<file path="config.mk">
export PLATFORM = sky130hd
export DESIGN_NAME = fifo_width_down
export DESIGN_NICKNAME = d
export VERILOG_FILES = /design/src/rtl/fifo_width_down_pkg.sv /design/src/rtl/fifo_prefetch.sv /design/src/rtl/fifo_width_down.sv
export SDC_FILE = /design/constraint.sdc
export NUM_CORES = 1
export LEC_CHECK = 0
export ABC_CLOCK_PERIOD_IN_PS = 3650
export BUFFER_PORTS_ARGS = -buffer_cell sky130_fd_sc_hd__buf_2
export CAP_MARGIN = 0
export CELL_PAD_IN_SITES_DETAIL_PLACEMENT = 1
export CELL_PAD_IN_SITES_GLOBAL_PLACEMENT = 2
export CORE_MARGIN = 10
export CORE_UTILIZATION = 30
export DETAILED_ROUTE_END_ITERATION = 6
export HOLD_SLACK_MARGIN = 0.02
export PLACE_DENSITY = 0.77
export SLEW_MARGIN = 10
export SYNTH_ARGS = -nofsm -noshare
export SYNTH_HDL_FRONTEND = slang
export SYNTH_SLANG_ARGS = --single-unit
</file>
<file path="constraint.sdc">
create_clock -name clk -period 3.65 [get_ports clk]
set_input_delay 0.5475 -clock clk [delete_from_list [all_inputs] [get_ports clk]]
set_output_delay 0.5475 -clock clk [all_outputs]
set_load 0.05 [all_outputs]
</file>
<file path="src/rtl/fifo_width_down_pkg.sv">
// rtl/fifo_width_down_pkg.sv - shared ratio/index helpers for the width-down drain stage
`ifndef FIFO_WIDTH_DOWN_PKG_SV
`define FIFO_WIDTH_DOWN_PKG_SV

// Elaboration guard: a word must split into a whole number of slices.
`define FWD_CHECK_DIVISIBLE(in_w, out_w) \
    if (((in_w) % (out_w)) != 0) begin : g_bad_ratio \
        $error("fifo_width_down: IN_WIDTH must be a multiple of OUT_WIDTH"); \
    end

package fifo_width_down_pkg;

    // Number of output slices per FIFO word.
    function automatic int calc_ratio(input int in_w, input int out_w);
        return in_w / out_w;
    endfunction

    // Width of the slice counter; one bit minimum so RATIO=1 still has a register.
    function automatic int calc_idx_w(input int ratio);
        return (ratio > 1) ? $clog2(ratio) : 1;
    endfunction

    localparam int DEFAULT_IDX_W = calc_idx_w(calc_ratio(32, 8));

endpackage

`endif

</file>
<file path="src/rtl/fifo_prefetch.sv">
// rtl/fifo_prefetch.sv - read-strobe generation and two-entry word buffer in front of a 1-cycle-latency FIFO
module fifo_prefetch #(
    parameter int WIDTH = 32
) (
    input  logic             clk,
    input  logic             rst,
    output logic             fifo_re,
    input  logic [WIDTH-1:0] fifo_dout,
    input  logic             fifo_empty,
    output logic [WIDTH-1:0] word_data,
    output logic             word_valid,
    input  logic             word_ready
);

    logic             pending;
    logic             word_full;
    logic             next_full;
    logic [WIDTH-1:0] word_reg;
    logic [WIDTH-1:0] next_reg;
    logic             take;
    logic [1:0]       occ;
    logic [1:0]       occ_after;

    assign take      = word_full & word_ready;
    assign occ       = {1'b0, word_full} + {1'b0, next_full} + {1'b0, pending};
    assign occ_after = occ - {1'b0, take};

    // Issue a read only if the word it returns will have a free slot; a word
    // leaving this cycle frees one, so the stream never bubbles between words.
    always_comb begin
        fifo_re = ~rst & ~fifo_empty & (occ_after < 2'd2);
    end

    assign word_data  = word_reg;
    assign word_valid = word_full;

    // Capture returning read data into the active or prefetch slot and advance on take.
    always_ff @(posedge clk) begin
        if (rst) begin
            pending   <= 1'b0;
            word_full <= 1'b0;
            next_full <= 1'b0;
            word_reg  <= '0;
            next_reg  <= '0;
        end else begin
            pending <= fifo_re;
            if (pending) begin
                if (!word_full || (take && !next_full)) begin
                    word_reg  <= fifo_dout;
                    word_full <= 1'b1;
                end else if (take && next_full) begin
                    word_reg <= next_reg;
                    next_reg <= fifo_dout;
                end else begin
                    next_reg  <= fifo_dout;
                    next_full <= 1'b1;
                end
            end else if (take) begin
                if (next_full) begin
                    word_reg  <= next_reg;
                    next_full <= 1'b0;
                end else begin
                    word_full <= 1'b0;
                end
            end
        end
    end

endmodule

</file>
<file path="src/rtl/fifo_width_down.sv">
// rtl/fifo_width_down.sv - drains a wide FIFO and serializes each word into narrower valid/ready slices
import fifo_width_down_pkg::*;

module fifo_width_down #(
    parameter int IN_WIDTH  = 32,
    parameter int OUT_WIDTH = 8,
    parameter int MSB_FIRST = 0
) (
    input  logic                 clk,
    input  logic                 rst,
    output logic                 fifo_re,
    input  logic [IN_WIDTH-1:0]  fifo_dout,
    input  logic                 fifo_empty,
    output logic [OUT_WIDTH-1:0] out_data,
    output logic                 out_valid,
    input  logic                 out_ready,
    output logic                 out_last
);

    `FWD_CHECK_DIVISIBLE(IN_WIDTH, OUT_WIDTH)

    localparam int RATIO = calc_ratio(IN_WIDTH, OUT_WIDTH);
    localparam int IDX_W = calc_idx_w(RATIO);
    localparam logic [IDX_W-1:0] LAST_IDX = IDX_W'(RATIO - 1);

    logic [IN_WIDTH-1:0] word_data;
    logic                word_valid;
    logic [IDX_W-1:0]    slice_idx;
    logic [IDX_W-1:0]    slice_sel;
    logic [IN_WIDTH-1:0] shifted;
    logic                fire;
    logic                consume;

    fifo_prefetch #(
        .WIDTH (IN_WIDTH)
    ) u_prefetch (
        .clk        (clk),
        .rst        (rst),
        .fifo_re    (fifo_re),
        .fifo_dout  (fifo_dout),
        .fifo_empty (fifo_empty),
        .word_data  (word_data),
        .word_valid (word_valid),
        .word_ready (consume)
    );

    assign fire    = word_valid & out_ready;
    assign consume = fire & out_last;

    // Select the current slice; outputs read as zero whenever no word is held.
    always_comb begin
        slice_sel = (MSB_FIRST != 0) ? (LAST_IDX - slice_idx) : slice_idx;
        shifted   = word_data >> (32'(slice_sel) * 32'(OUT_WIDTH));
        out_data  = word_valid ? shifted[OUT_WIDTH-1:0] : '0;
        out_valid = word_valid;
        out_last  = word_valid & (slice_idx == LAST_IDX);
    end

    // Step through slices on each accepted beat and rewind when the word retires.
    always_ff @(posedge clk) begin
        if (rst) begin
            slice_idx <= '0;
        end else if (consume) begin
            slice_idx <= '0;
        end else if (fire) begin
            slice_idx <= slice_idx + IDX_W'(1);
        end
    end

endmodule

</file>
==> flow_metrics.tcl, run 1 <==
set metrics [dict create \
    status "completed" \
    path_cells "ha_1, and3_1, ha_1, inv_1, ha_1, a21oi_1, xnor2_1, nor3_1, buf_2" \
    critPathKind "reg2out" \
    final.period_utilization 0.904 \
    antenna_found_initial 0 \
    endpoint_kind "output pin" \
    grt_util_all_layers 0.126 \
    drc 0 \
    clk_root_buffer_cell "clkbuf_8" \
    clk_pin_slew_worst_paths_ps 70 \
    port_buffers 46 \
    grt_pass1_vias 2839 \
    power_mw 1.72 \
    postLayoutCoreUtil 0.366 \
    n_antenna_cell 0 \
    first_pass_iters 4 \
    cp.buffers_inverters 2 \
    min_from "fifo_empty" \
    hold_viol_final 0 \
    netlist_instances 376 \
    final_common_cell "nand2_1" \
    r2r-start "slice_idx[1]" \
    syn_to_final_growth_pct 18.8 \
    yosysTopAreaCellShare 0.456 \
    critPathSlowestCell "dfxtp_1" \
    ff2ff_setup_slack_ps 930 \
    finalNetCount 448 \
    worstPathArrival_ps 2750 \
    drt_iter0_markers 156 \
    crit_path_max_fanout 10 \
    cts.htree.levels 3 \
    ios 47 \
    num_rows 36 \
    vias 2716 \
    clockBufferDepth 2 \
    synth_area_mm2 0.00303 \
    cts_tree "built" \
    period_needed_ps 3300 \
    finalInstanceArea_mm2 0.00360 \
    initial_core_util 0.308 \
    path_common_cell "ha_1" \
    setup_tns_ps 0 \
    setup_viol 0 \
    worstHoldPathType "in2reg" \
    drv_cap 0 \
    core_area_mm2 0.00982 \
    tightestPinTransition_ps 1160 \
    synthTopCellsByArea "dfxtp_1, nand2_1, a311oi_1" \
    synth_top_area_cell "dfxtp_1" \
    wl_per_cell_um 16.8 \
    rsz0062_at_grt "no" \
    place_hpwl_um 6210 \
    post_cts_resized 0 \
    die_h_um 120 \
    antenna_left 0 \
    synth-seq-cells 69 \
    most-common-layout-cells "nand2_1, dfxtp_1, buf_2" \
    drv_slew 0 \
    drive_gt1_frac 0.184 \
    grt_pass1_wl_um 14700 \
    ys_seq_area_frac 0.456 \
    cts_made_buffers 9 \
    gp_congestion 0.756 \
    crit_start "slice_idx[1]" \
    fin_skew_ps 6.11 \
    leakage_nw 1.24 \
    max_stage_delay_ps 610 \
    hold_depth 2 \
    yosysWarnings 0 \
    placed_cell_area_mm2 0.00334 \
    worst_hold_slack_ps 371 \
    r2r-end "u_prefetch.word_data[0]" \
    startpoint_type "register" \
    reg2reg_depth 8 \
    timing.slew.headroom 0.227 \
    dieWidth_um 120 \
    cts.sinks 69 \
    vias_per_cell 4.97 \
    overflow 0 \
    drt-total-wl_um 9170 \
    dieArea_mm2 0.0145 \
    crit_family "adder cells" \
    avgSynthCellArea_um2 8.06 \
    p_per_area_mw_per_mm2 477 \
    yosysUniqueCellTypes 25 \
    ctsHoldBuffers 0 \
    n_fill_cell 1238 \
    worst_skew_pair.late_latency_ps 350 \
    syn-num-nets 416 \
    fmax_mhz 303 \
    worstHoldEndpoint "u_prefetch.pending" \
    post-cts-setup-buffers 0 \
    grt_max_degree 70 \
    ir_worst_vdd_v 0.000176 \
    cp.required_ps 3100 \
]
cells in the mapped netlist:
| master | instances |
|---|---|
| nor2_1 | 35 |
| and3_1 | 1 |
| dfxtp_1 | 69 |
| xnor2_1 | 1 |
| a211oi_1 | 1 |
| nor3b_1 | 1 |
| clkbuf_1 | 26 |
| inv_1 | 4 |
| nor3_1 | 3 |
| mux4_2 | 8 |
| ha_1 | 4 |
| nand2_1 | 131 |
| a311oi_4 | 1 |
| o211ai_1 | 1 |
| nand2b_1 | 1 |
| a31oi_1 | 1 |
| o211a_1 | 1 |
| o21ai_0 | 1 |
| buf_4 | 3 |
| and2_1 | 10 |
| a311oi_1 | 32 |
| nand4b_1 | 1 |
| buf_2 | 3 |
| a21oi_1 | 36 |
| nand2_2 | 1 |
cells by family after synthesis:
| group | count (synthesis) | synth area share |
|---|---|---|
| multiplexers | 8 | 0.0595 |
| buffers and inverters | 36 | 0.0496 |
| adder cells (fa/ha/maj) | 4 | 0.0165 |
| XOR/XNOR | 1 | 0.00289 |
| AO/OA/AOI/OAI | 74 | 0.173 |
| flip-flops | 69 | 0.456 |
| AND/OR/NAND/NOR | 184 | 0.243 |
worst max-delay path by stage:
| stage | to | cells after the start | slack (ps) |
|---|---|---|---|
| final | fifo_re | 9 | 350 |
| after floorplan | fifo_re | 8 | 240 |
| after CTS | fifo_re | 9 | 310 |
| after global routing | fifo_re | 9 | 130 |
| after detailed placement | fifo_re | 9 | 680 |
| after global placement | fifo_re | 9 | 770 |
layout make-up:
| type | instances | area [um^2] | share of cell area |
|---|---|---|---|
| Tap cell | 133 | 166 | 0.0462 |
| Multi-Input combinational cell | 271 | 1500 | 0.416 |
| Inverter | 4 | 15.0 | 0.00417 |
| Clock buffer | 12 | 135 | 0.0376 |
| Clock inverter | 4 | 120 | 0.0334 |
| Timing Repair Buffer | 53 | 283 | 0.0786 |
| Sequential cell | 69 | 1380 | 0.384 |
power by group:
| group | internal [mW] | switching [mW] |
|---|---|---|
| registers | 0.769 | 0.0150 |
| logic | 0.0421 | 0.0721 |
| clock network | 0.524 | 0.293 |
| total | 1.34 | 0.380 |
per-layer routing:
metal  share of wire  wire (um)  GRT usage  vias to the layer above
met5               0          0          0                        -
met4           0.013        123     0.0505                        0
met3           0.043        399     0.0293                       10
met2            0.46       4200      0.202                       48
met1            0.48       4450      0.160                     1311
li1                -          -          -                     1347
per-stage QoR:
step,std cells,worst slack [ps]
after floorplan,376,240
after global placement,530,769
after detailed placement,530,682
after CTS,546,310
after global routing,546,135
final,546,352
Note: power is estimated with default switching activity, not from simulation.
==> run 2: changes to the inputs <==
--- a/config.mk
+++ b/config.mk
@@ -16,3 +16,3 @@
 export HOLD_SLACK_MARGIN = 0.02
-export PLACE_DENSITY = 0.77
+export PLACE_DENSITY = 0.79
 export SLEW_MARGIN = 10
==> constraint.sdc (replaced) <==
create_clock -name clk -period 3.65 [get_ports clk]
set_input_delay 0.73 -clock clk [delete_from_list [all_inputs] [get_ports clk]]
set_output_delay 0.73 -clock clk [all_outputs]
set_load 0.05 [all_outputs]
==> flow_metrics.tcl, run 2 (synthesis gave the netlist of run 1 again) <==
set metrics [dict create \
    fin_skew_ps 5.22 \
    drv_cap 0 \
    clk_pin_slew_worst_paths_ps 70 \
    period_needed_ps 3130 \
    finalInstanceArea_mm2 0.00354 \
    grt_pass1_vias 2689 \
    dieArea_mm2 0.0145 \
    dieWidth_um 120 \
    initial_core_util 0.308 \
    core_area_mm2 0.00982 \
    endpoint_kind "output pin" \
    ff2ff_setup_slack_ps 1280 \
    syn_to_final_growth_pct 16.7 \
    worstPathArrival_ps 2400 \
    final.period_utilization 0.858 \
    first_pass_iters 4 \
    num_rows 36 \
    startpoint_type "register" \
    die_h_um 120 \
    critPathKind "reg2out" \
    status "completed" \
    ctsHoldBuffers 0 \
    hold_viol_final 0 \
    multi_input_comb_area_mm2 0.00150 \
    gp_congestion 0.734 \
    drv_slew 0 \
    clk_root_buffer_cell "clkbuf_8" \
    drive_gt1_frac 0.188 \
    leakage_nw 1.22 \
    crit_path_max_fanout 6 \
    cts.sinks 69 \
    tightestPinTransition_ps 763 \
    setup_tns_ps 0 \
    cts_made_buffers 9 \
    cts_tree "built" \
    clockBufferDepth 2 \
    placed_cell_area_mm2 0.00336 \
    p_per_area_mw_per_mm2 415 \
    ir_worst_vdd_v 0.000167 \
    ios 47 \
    setup_viol 0 \
    fmax_mhz 319 \
    antenna_found_initial 0 \
    worst_skew_pair.late_latency_ps 340 \
    vias 2699 \
    place_hpwl_um 6040 \
    finalNetCount 450 \
    drc 0 \
    post_cts_resized 0 \
    drt_iter0_markers 128 \
    antenna_left 0 \
    post-cts-setup-buffers 0 \
    grt_util_all_layers 0.124 \
    cts.htree.levels 3 \
    grt_max_degree 70 \
    cp.required_ps 2920 \
    rsz0062_at_grt "no" \
    worstHoldPathType "reg2reg" \
    grt_pass1_wl_um 14500 \
    vias_per_cell 4.93 \
    most-common-layout-cells "nand2_1, dfxtp_1, buf_2" \
    regArea_mm2 0.00138 \
    n_fill_cell 1236 \
    overflow 0 \
    drt-total-wl_um 8800 \
    n_antenna_cell 0 \
    timing.slew.headroom 0.492 \
    final_common_cell "nand2_1" \
    port_buffers 46 \
    wl_per_cell_um 16.1 \
]
run 2: per-layer routing:
layer / part of all wire / global-route usage / up-vias
met5: 0 / 0 / -
met4: 0.0093 / 0.0385 / 0
met3: 0.039 / 0.0326 / 9
met2: 0.48 / 0.198 / 43
met1: 0.47 / 0.161 / 1301
li1: - / - / 1346
run 2: worst paths after layout:
path,startpoint,end,cells past startpoint
min reg2reg,u_prefetch.next_reg[31],u_prefetch.next_reg[31],2
min,u_prefetch.next_reg[31],u_prefetch.next_reg[31],2
max reg2reg,slice_idx[0],u_prefetch.word_data[5],8
max,slice_idx[0],fifo_re,9
run 2: final cells by class:
| cell class | instances | area share |
|---|---|---|
| Inverter | 4 | 0.00425 |
| Timing Repair Buffer | 55 | 0.0842 |
| Clock inverter | 1 | 0.00142 |
| Clock buffer | 14 | 0.0488 |
| Sequential cell | 69 | 0.391 |
| Multi-Input combinational cell | 271 | 0.424 |
| Tap cell | 133 | 0.0471 |
run 2: power by group:
part	internal [mW]	leakage, nW	switching [mW]
sequential	0.770	0.558	0.0127
clock	0.299	0.0926	0.271
combinational	0.0424	0.567	0.0732
total	1.11	1.22	0.357
run 2: critical path, stage by stage, from the launching register on:
cell	delay, ps
dfxtp_1	320
ha_1	270
and3_1	210
ha_1	280
inv_1	40
ha_1	260
a21oi_1	180
xnor2_1	100
nor3_1	120
buf_2	280
run 2: per-stage QoR:
step	setup WS, ps	power (mW)	cells	hold WS [ps]	utilization
2_1_floorplan	57.2	0.866	376	437	-
3_3_place_gp	640	0.916	532	442	0.342
4_1_cts	468	1.49	547	458	0.360
5_1_grt	394	1.55	547	478	0.360
6_report	518	1.47	547	458	0.360
3_5_place_dp	583	0.918	532	447	0.342
